===== src/rtl/ram_lsu_if.sv =====
// Request, response and RAM-side signals of the load/store unit.
// The slave modport is the LSU's view; master is the CPU/RAM environment.
interface ram_lsu_if #(parameter int W = 32);
    logic         req_valid;
    logic         req_ready;
    logic         req_write;
    logic [1:0]   req_size;
    logic         req_unsigned;
    logic [W-1:0] req_addr;
    logic [W-1:0] req_wdata;
    logic         rsp_valid;
    logic         rsp_ready;
    logic [W-1:0] rsp_rdata;
    logic         rsp_error;
    logic         mem_write_en;
    logic [W-1:0] mem_addr_write;
    logic [W-1:0] mem_data_write;
    logic [W-1:0] mem_addr_read;
    logic [W-1:0] mem_data_read;

    modport slave (
        input  req_valid, req_write, req_size, req_unsigned, req_addr, req_wdata,
        input  rsp_ready, mem_data_read,
        output req_ready, rsp_valid, rsp_rdata, rsp_error,
        output mem_write_en, mem_addr_write, mem_data_write, mem_addr_read
    );

    modport master (
        output req_valid, req_write, req_size, req_unsigned, req_addr, req_wdata,
        output rsp_ready, mem_data_read,
        input  req_ready, rsp_valid, rsp_rdata, rsp_error,
        input  mem_write_en, mem_addr_write, mem_data_write, mem_addr_read
    );
endinterface


===== src/rtl/ram_lsu.sv =====
// Byte-addressed load/store unit in front of a word-wide RAM without byte enables.
// Sub-word stores are done as read-modify-write; one transaction in flight.
//  state     | meaning
//  IDLE      | ready for a request
//  LD_ISSUE  | drive read address for a load
//  LD_CAPT   | read data valid, extend and register it
//  RMW_ISSUE | drive read address for a sub-word store
//  RMW_MERGE | read data valid, merge store lane into it
//  ST_WRITE  | write word (read address held at idx so RAM commits)
//  RESP      | hold response until rsp_ready
module ram_lsu #(
    parameter int BUS_WIDTH = 32,
    parameter int ADDR_BASE = 0,
    parameter int MEM_SIZE  = 256
) (
    input  logic       clk,
    input  logic       reset,
    ram_lsu_if.slave   bus
);
    typedef enum logic [2:0] {
        S_IDLE, S_LD_ISSUE, S_LD_CAPT, S_RMW_ISSUE, S_RMW_MERGE, S_ST_WRITE, S_RESP
    } state_t;

    localparam logic [BUS_WIDTH-1:0] BASE      = BUS_WIDTH'(ADDR_BASE);
    localparam logic [BUS_WIDTH-1:0] MEM_WORDS = BUS_WIDTH'(MEM_SIZE);

    state_t               state, state_nxt;
    logic [1:0]           r_size;
    logic                 r_unsigned;
    logic [1:0]           r_off;
    logic [BUS_WIDTH-1:0] r_idx;
    logic [BUS_WIDTH-1:0] r_wdata;
    logic [BUS_WIDTH-1:0] merge_q;
    logic [BUS_WIDTH-1:0] rdata_q;
    logic                 error_q;

    logic                 accept;
    logic                 req_err;
    logic [BUS_WIDTH-1:0] req_idx;
    logic [BUS_WIDTH-1:0] merged;
    logic [BUS_WIDTH-1:0] lane;
    logic [BUS_WIDTH-1:0] load_ext;

    assign accept  = (state == S_IDLE) && bus.req_valid;
    assign req_idx = (bus.req_addr - BASE) >> 2;
    assign req_err = (bus.req_size == 2'b11)
                   || (bus.req_size == 2'b01 && bus.req_addr[0])
                   || (bus.req_size == 2'b10 && bus.req_addr[1:0] != 2'b00)
                   || (req_idx >= MEM_WORDS);

    always_ff @(posedge clk) begin
        if (reset) state <= S_IDLE;
        else       state <= state_nxt;
    end

    always_comb begin
        state_nxt = state;
        case (state)
            S_IDLE: begin
                if (accept) begin
                    if (req_err)                   state_nxt = S_RESP;
                    else if (!bus.req_write)       state_nxt = S_LD_ISSUE;
                    else if (bus.req_size == 2'b10) state_nxt = S_ST_WRITE;
                    else                           state_nxt = S_RMW_ISSUE;
                end
            end
            S_LD_ISSUE:  state_nxt = S_LD_CAPT;
            S_LD_CAPT:   state_nxt = S_RESP;
            S_RMW_ISSUE: state_nxt = S_RMW_MERGE;
            S_RMW_MERGE: state_nxt = S_ST_WRITE;
            S_ST_WRITE:  state_nxt = S_RESP;
            S_RESP:      if (bus.rsp_ready) state_nxt = S_IDLE;
            default:     state_nxt = S_IDLE;
        endcase
    end

    always_comb begin
        merged = bus.mem_data_read;
        if (r_size == 2'b00) begin
            case (r_off)
                2'd0: merged[7:0]   = r_wdata[7:0];
                2'd1: merged[15:8]  = r_wdata[7:0];
                2'd2: merged[23:16] = r_wdata[7:0];
                default: merged[31:24] = r_wdata[7:0];
            endcase
        end else if (r_off[1]) begin
            merged[31:16] = r_wdata[15:0];
        end else begin
            merged[15:0] = r_wdata[15:0];
        end
    end

    always_comb begin
        lane = bus.mem_data_read >> {r_off, 3'b000};
        case (r_size)
            2'b00:   load_ext = {{24{~r_unsigned & lane[7]}}, lane[7:0]};
            2'b01:   load_ext = {{16{~r_unsigned & lane[15]}}, lane[15:0]};
            default: load_ext = lane;
        endcase
    end

    // Request fields latch only on accept, so idle X on the bus never enters the datapath.
    always_ff @(posedge clk) begin
        if (reset) begin
            r_size     <= '0;
            r_unsigned <= 1'b0;
            r_off      <= '0;
            r_idx      <= '0;
            r_wdata    <= '0;
            merge_q    <= '0;
            rdata_q    <= '0;
            error_q    <= 1'b0;
        end else begin
            if (accept) begin
                r_size     <= bus.req_size;
                r_unsigned <= bus.req_unsigned;
                r_off      <= bus.req_addr[1:0];
                r_idx      <= req_idx;
                r_wdata    <= bus.req_wdata;
                rdata_q    <= '0;
                error_q    <= req_err;
            end
            if (state == S_RMW_MERGE) merge_q <= merged;
            if (state == S_LD_CAPT)   rdata_q <= load_ext;
        end
    end

    always_comb begin
        bus.req_ready      = (state == S_IDLE);
        bus.rsp_valid      = (state == S_RESP);
        bus.rsp_rdata      = rdata_q;
        bus.rsp_error      = error_q;
        bus.mem_write_en   = 1'b0;
        bus.mem_addr_write = '0;
        bus.mem_data_write = '0;
        bus.mem_addr_read  = '0;
        case (state)
            S_LD_ISSUE, S_RMW_ISSUE: bus.mem_addr_read = r_idx;
            S_ST_WRITE: begin
                bus.mem_addr_read  = r_idx;
                bus.mem_write_en   = 1'b1;
                bus.mem_addr_write = r_idx;
                bus.mem_data_write = (r_size == 2'b10) ? r_wdata : merge_q;
            end
            default: ;
        endcase
    end
endmodule


===== src/flat_wrapper.sv =====
// flat-port wrapper written by rule: the top's interface ports become plain ports
module ram_lsu_flat 
#(
    parameter int BUS_WIDTH = 32,
    parameter int ADDR_BASE = 0,
    parameter int MEM_SIZE  = 256
)
  (clk, reset, bus_req_valid, bus_req_write, bus_req_size, bus_req_unsigned, bus_req_addr, bus_req_wdata, bus_rsp_ready, bus_mem_data_read, bus_req_ready, bus_rsp_valid, bus_rsp_rdata, bus_rsp_error, bus_mem_write_en, bus_mem_addr_write, bus_mem_data_write, bus_mem_addr_read);
  ram_lsu_if #(.W(32)) bus_i ();
  input  logic clk;
  input  logic reset;
  input wire logic [$bits(bus_i.req_valid)-1:0] bus_req_valid;
  input wire logic [$bits(bus_i.req_write)-1:0] bus_req_write;
  input wire logic [$bits(bus_i.req_size)-1:0] bus_req_size;
  input wire logic [$bits(bus_i.req_unsigned)-1:0] bus_req_unsigned;
  input wire logic [$bits(bus_i.req_addr)-1:0] bus_req_addr;
  input wire logic [$bits(bus_i.req_wdata)-1:0] bus_req_wdata;
  input wire logic [$bits(bus_i.rsp_ready)-1:0] bus_rsp_ready;
  input wire logic [$bits(bus_i.mem_data_read)-1:0] bus_mem_data_read;
  output wire logic [$bits(bus_i.req_ready)-1:0] bus_req_ready;
  output wire logic [$bits(bus_i.rsp_valid)-1:0] bus_rsp_valid;
  output wire logic [$bits(bus_i.rsp_rdata)-1:0] bus_rsp_rdata;
  output wire logic [$bits(bus_i.rsp_error)-1:0] bus_rsp_error;
  output wire logic [$bits(bus_i.mem_write_en)-1:0] bus_mem_write_en;
  output wire logic [$bits(bus_i.mem_addr_write)-1:0] bus_mem_addr_write;
  output wire logic [$bits(bus_i.mem_data_write)-1:0] bus_mem_data_write;
  output wire logic [$bits(bus_i.mem_addr_read)-1:0] bus_mem_addr_read;
  assign bus_i.req_valid = bus_req_valid;
  assign bus_i.req_write = bus_req_write;
  assign bus_i.req_size = bus_req_size;
  assign bus_i.req_unsigned = bus_req_unsigned;
  assign bus_i.req_addr = bus_req_addr;
  assign bus_i.req_wdata = bus_req_wdata;
  assign bus_i.rsp_ready = bus_rsp_ready;
  assign bus_i.mem_data_read = bus_mem_data_read;
  assign bus_req_ready = bus_i.req_ready;
  assign bus_rsp_valid = bus_i.rsp_valid;
  assign bus_rsp_rdata = bus_i.rsp_rdata;
  assign bus_rsp_error = bus_i.rsp_error;
  assign bus_mem_write_en = bus_i.mem_write_en;
  assign bus_mem_addr_write = bus_i.mem_addr_write;
  assign bus_mem_data_write = bus_i.mem_data_write;
  assign bus_mem_addr_read = bus_i.mem_addr_read;
  ram_lsu #(.BUS_WIDTH(BUS_WIDTH), .ADDR_BASE(ADDR_BASE), .MEM_SIZE(MEM_SIZE)) u_core (.clk(clk), .reset(reset), .bus(bus_i));
endmodule

===== config.mk =====
export PLATFORM = sky130hd
export DESIGN_NAME = ram_lsu_flat
export DESIGN_NICKNAME = d
export VERILOG_FILES = /design/src/rtl/ram_lsu_if.sv /design/src/rtl/ram_lsu.sv /design/src/flat_wrapper.sv
export SDC_FILE = /design/constraint.sdc
export NUM_CORES = 1
export LEC_CHECK = 0
export ABC_AREA = 0
export BUFFER_PORTS_ARGS = -buffer_cell sky130_fd_sc_hd__buf_2
export CELL_PAD_IN_SITES_DETAIL_PLACEMENT = 1
export CELL_PAD_IN_SITES_GLOBAL_PLACEMENT = 2
export CORE_AREA = 2 2 145 182
export DETAILED_ROUTE_END_ITERATION = 6
export DIE_AREA = 0 0 147 184
export PLACE_DENSITY_LB_ADDON = 0.1
export SYNTH_ARGS = -nofsm -noshare
export SYNTH_HDL_FRONTEND = slang
export SYNTH_SLANG_ARGS = --single-unit

===== constraint.sdc =====
create_clock -name clk -period 2.3 [get_ports clk]
set_input_delay 0.345 -clock clk [delete_from_list [all_inputs] [get_ports clk]]
set_output_delay 0.345 -clock clk [all_outputs]
set_load 0.005 [all_outputs]

==> results summary <==
The flow ran to the end, and the final reports show no timing, DRC or antenna violations. Synthesis instantiated 55 different standard cells from the library. By startpoint and endpoint, the worst setup path is classified as reg -> out. Net switching is between 30% and 40% of the power. The async set or reset register ratio after synthesis came out at 0%.

For the worst flop-to-flop path, the logic depth is 4. The mean cell area of the mapped netlist came out at between 7 and 8 um2. In this run the standard cell core region covers 25200 um2. Cells with a size suffix above 1 make up 28.9% of the layout. The average vias per placed instance came out at around 4.9. The clock passes through at most 2 buffers. The area growth from synthesis to layout is 30.0%. The highest clock frequency the design can meet came out at between 400 and 500 MHz. The number of buffers and inverters on the critical path came out at 2. The peak supply drop is 510 uV. The kind of cell adding the most delay to the critical path is flip-flops. The critical path startpoint category is a register. For the final database, setup skew stands at 0.0102 ns.

The time the final worst path needs with I/O delays and setup came out at 2.14 ns. On the worst path, the slowest cell contributes a delay of around 0.42 ns. The highest-delay cell along the critical path is sky130_fd_sc_hd__dfxtp_2. Synthesis produced a netlist whose cell count is just under 900.

The fraction of power consumed by sequential logic came out at about 37%. The initial core utilization is 26.8%. The buffer count from post-CTS setup fixing came out at 0. The max-slew violation count is 0.

The DRC violation count after routing is 0. At the end of routability-driven placement, the weighted congestion stood at 0.785. The number of max-cap violations is 0. TritonCTS built the clock tree. The area of the mapped netlist is just under 7000 um2. The first global-routing pass estimated 42800 um of wire. The violation count after the first detailed-routing iteration is 304. The clock-pin slew of the registers on the worst-case setup and hold paths came out at approximately 0.070 ns. The total clock buffers created by CTS came out at 17. Setup repair after global routing left no endpoint under its margin. The critical path goes through nand2b_2 > buf_4 > nand2_1 > a21oi_1 > buf_2. The clock root buffer is sky130_fd_sc_hd__clkbuf_16. The floorplan die width came out at 147 um.

For this run, the number of Yosys warnings is 0. The count of nets left with antenna violations after detail routing is 0. The total of flip-flops plus latches after synthesis is 135.

The routed layout has 7071 vias. The clock latency of the later-clocked register in the worst-skew pair is ~0.43 ns. The via count of the first global-routing pass is 7361.

Among all flip-flop cells after synthesis, the most frequent one is sky130_fd_sc_hd__dfxtp_1. The sequential element share of the synthesized area is 40.0%. Summing internal, switching and leakage power gives around 9000 uW.

The startpoint identified for the worst hold timing path is bus_req_wdata[0]. The total global-route track usage came out at 20.6%. The number of sinks on the clock net is 135. The net count reported at finish came out at 1186. The total grt overflow is 0.

Setup slack closes at 0.162 ns. The H-tree depth came out at 4. Along the worst hold path, the cell count comes to 3. Along the worst path, the maximum fanout reaches 13. The die area is 27000 um2.

STA classifies the critical path endpoint as a primary output. Combinational cells account for 34.6% of the total power. The pin count of the biggest net entering global routing is 74. The measured slew at the worst slew-check pin is about 0.67 ns. The data arrival at the endpoint of the critical path came out at about 1.8 ns. The worst hold path terminates at u_core.r_wdata[0]. Setup violations remaining at the end of the flow were counted as 0.

The switching power is approximately 3500 uW. The initial antenna violation count is 2. The power density normalized to cell area is ~1000 nW/um2.

The analysis attributes to cell leakage a power of 0.00376 uW. Measured against its own limit, the worst slew margin works out to 55.5%. The boundary pin count came out at 236.

Dividing the detail-routed wire length by the instance count gives 19.6 um. The hold violation count in the final report came out at 0. The cell row count is 65. The required arrival time at the worst endpoint came out at 1.96 ns.

The wire length after detailed routing is 28000 um. The worst register-to-register path ends at u_core.merge_q[24]. The internal portion of total power came out at 5520 uW. The final critical path takes up 92.9% of the cycle.

Setup slack on the worst reg-to-reg path comes out at 0.31 ns. The tightest min-delay check is of the in -> reg type. The worst slack at placement came out at between 0.3 and 0.4 ns. The total stage count of the critical path came out at 5.

The sum of negative setup slack is 0 ns. The number of flops mapped to enable cells by yosys is 0. The start of the worst register-to-register path is u_core.r_size[0].

The iteration count of the initial detailed-routing pass came out at 4. The half-perimeter wire length after detailed placement came out at 20700 um. The count of buffers inserted at the top-level ports is around 230. The overall die height is 184 um. The clock network accounts for 28.8% of the total power.
-- power groups by stage --
stage	Clock (uW)	Sequential (uW)	Combinational [uW]
after floorplan	0	3160	2080
after global placement	0	3330	3100
after detailed placement	0	3330	3140
after CTS	2660	3290	3150
after global routing	2770	3360	3500
final	2590	3290	3110
-- per-layer routing --
metal	up-vias	track usage, %	routed length (um)	part of all wire, %
li1	3452	-	-	-
met1	3386	24.6	11700	42
met2	199	35.6	13900	49
met3	32	5.06	1660	5.9
met4	2	8.31	756	2.7
met5	-	0	11	0.039
-- worst max-delay path by stage --
stage                                 from  slack, ns                  endpoint
final                     u_core.r_size[0]       0.16    bus_mem_data_write[15]
after floorplan            u_core.r_off[1]       0.65  u_core.bus.rsp_rdata[10]
after global placement    u_core.r_size[0]       0.31     bus_mem_data_write[7]
after global routing      u_core.r_size[0]       0.03     bus_mem_data_write[7]
after CTS                  u_core.state[0]       0.09    bus_mem_addr_write[23]
after detailed placement  u_core.r_size[0]       0.31        u_core.merge_q[24]
-- repair_timing --
item,4_1_cts,5_1_grt
gates resized for setup,2,3
hold buffers,0,0
setup endpoints to repair,27,30
-- flip-flops by register name, indices dropped and copies added (netlist names) --
| register | cells |
|---|---|
| u_core.r_unsigned | 1 |
| u_core.merge_q | 32 |
| u_core.bus.rsp_rdata | 32 |
| u_core.r_off | 2 |
| u_core.r_idx | 30 |
| u_core.r_size | 2 |
| u_core.state | 3 |
| u_core.bus.rsp_error | 1 |
| u_core.r_wdata | 32 |
-- cells in the final DEF (no fill, tap or decap), drive strengths merged, types with 2 or more instances in the layout --
| master | instances |
|---|---|
| o2bb2ai | 7 |
| nand2 | 250 |
| mux2i | 24 |
| clkbuf | 18 |
| nor2b | 2 |
| a41oi | 2 |
| nand2b | 2 |
| conb | 4 |
| mux2 | 8 |
| o22a | 8 |
| and2 | 31 |
| and3 | 31 |
| a21oi | 142 |
| or3b | 3 |
| a311oi | 9 |
| clkinvlp | 3 |
| a31o | 2 |
| nor3 | 14 |
| nor3b | 2 |
| nand3 | 18 |
| dfxtp | 135 |
| clkinv | 9 |
| o221ai | 16 |
| a211oi | 10 |
| o21a | 2 |
| inv | 7 |
| o211ai | 8 |
| o21ai | 11 |
| buf | 258 |
| nor2 | 26 |
| nor4 | 5 |
| a22o | 16 |
-- per-stage QoR --
step,std cells,cell area [um2],util (%),hold WS (ns)
4_1_cts,1429,8780,34.8,0.137
5_1_grt,1430,8790,34.9,0.151
2_1_floorplan,888,6770,-,0.432
3_5_place_dp,1398,8230,32.6,0.447
3_3_place_gp,1398,8230,32.6,0.442
6_report,1430,8790,34.9,0.157
-- synth_stat cells, types with 2 or more instances --
cell type | number | area share (%)
sky130_fd_sc_hd__nand2_1 | 249 | 14
sky130_fd_sc_hd__a21oi_1 | 141 | 10
sky130_fd_sc_hd__dfxtp_1 | 135 | 40
sky130_fd_sc_hd__clkbuf_1 | 50 | 2.8
sky130_fd_sc_hd__and2_1 | 31 | 2.9
sky130_fd_sc_hd__and3_1 | 31 | 2.9
sky130_fd_sc_hd__nor2_1 | 25 | 1.4
sky130_fd_sc_hd__mux2i_1 | 24 | 3.6
sky130_fd_sc_hd__buf_2 | 20 | 1.5
sky130_fd_sc_hd__nand3_1 | 18 | 1.3
sky130_fd_sc_hd__a22o_1 | 16 | 2.1
sky130_fd_sc_hd__o221ai_1 | 14 | 1.8
sky130_fd_sc_hd__nor3_1 | 13 | 0.96
sky130_fd_sc_hd__a211oi_1 | 10 | 1.1
sky130_fd_sc_hd__o21ai_0 | 10 | 0.74
sky130_fd_sc_hd__a311oi_1 | 9 | 1.2
sky130_fd_sc_hd__buf_4 | 9 | 1.0
sky130_fd_sc_hd__o211ai_1 | 8 | 0.89
sky130_fd_sc_hd__o22a_1 | 7 | 0.91
sky130_fd_sc_hd__o2bb2ai_1 | 7 | 0.91
sky130_fd_sc_hd__mux2_1 | 6 | 1.0
sky130_fd_sc_hd__nor4_1 | 5 | 0.46
sky130_fd_sc_hd__inv_2 | 4 | 0.22
sky130_fd_sc_hd__buf_6 | 3 | 0.50
sky130_fd_sc_hd__inv_1 | 3 | 0.17
sky130_fd_sc_hd__or3b_1 | 3 | 0.39
sky130_fd_sc_hd__mux2_2 | 2 | 0.33
sky130_fd_sc_hd__nand2b_1 | 2 | 0.19
sky130_fd_sc_hd__nor2b_1 | 2 | 0.19
sky130_fd_sc_hd__o21a_1 | 2 | 0.22
sky130_fd_sc_hd__o221ai_2 | 2 | 0.44
-- worst register-to-register path, cell delays in order, from the launching register on --
cell and delay, ns:
sky130_fd_sc_hd__dfxtp_2 0.37, sky130_fd_sc_hd__or3b_1 0.68, sky130_fd_sc_hd__o22a_1 0.32, sky130_fd_sc_hd__o221ai_1 0.37, sky130_fd_sc_hd__a21oi_1 0.13
-- cells by family (layout without fill, tap and decap cells) --
family / count (synthesis) / in the layout / share of synthesized area (%)
AND/OR/NAND/NOR: 389 / 389 / 26.0
buffers and inverters: 90 / 296 / 6.20
other: 1 / 5 / 0.0555
multiplexers: 33 / 33 / 5.22
flip-flops: 135 / 135 / 40.0
AO/OA/AOI/OAI: 237 / 237 / 22.6
-- layout make-up --
cell class	instances	area, um2
fill	3185	16400
multi-input combinational	663	3660
sequential	135	2710
timing repair buffer	258	1420
clock buffer	18	439
tap	335	419
clock inverter	13	109
inverter	7	28.8
antenna	1	2.50
(Power assumes the default switching activity.)
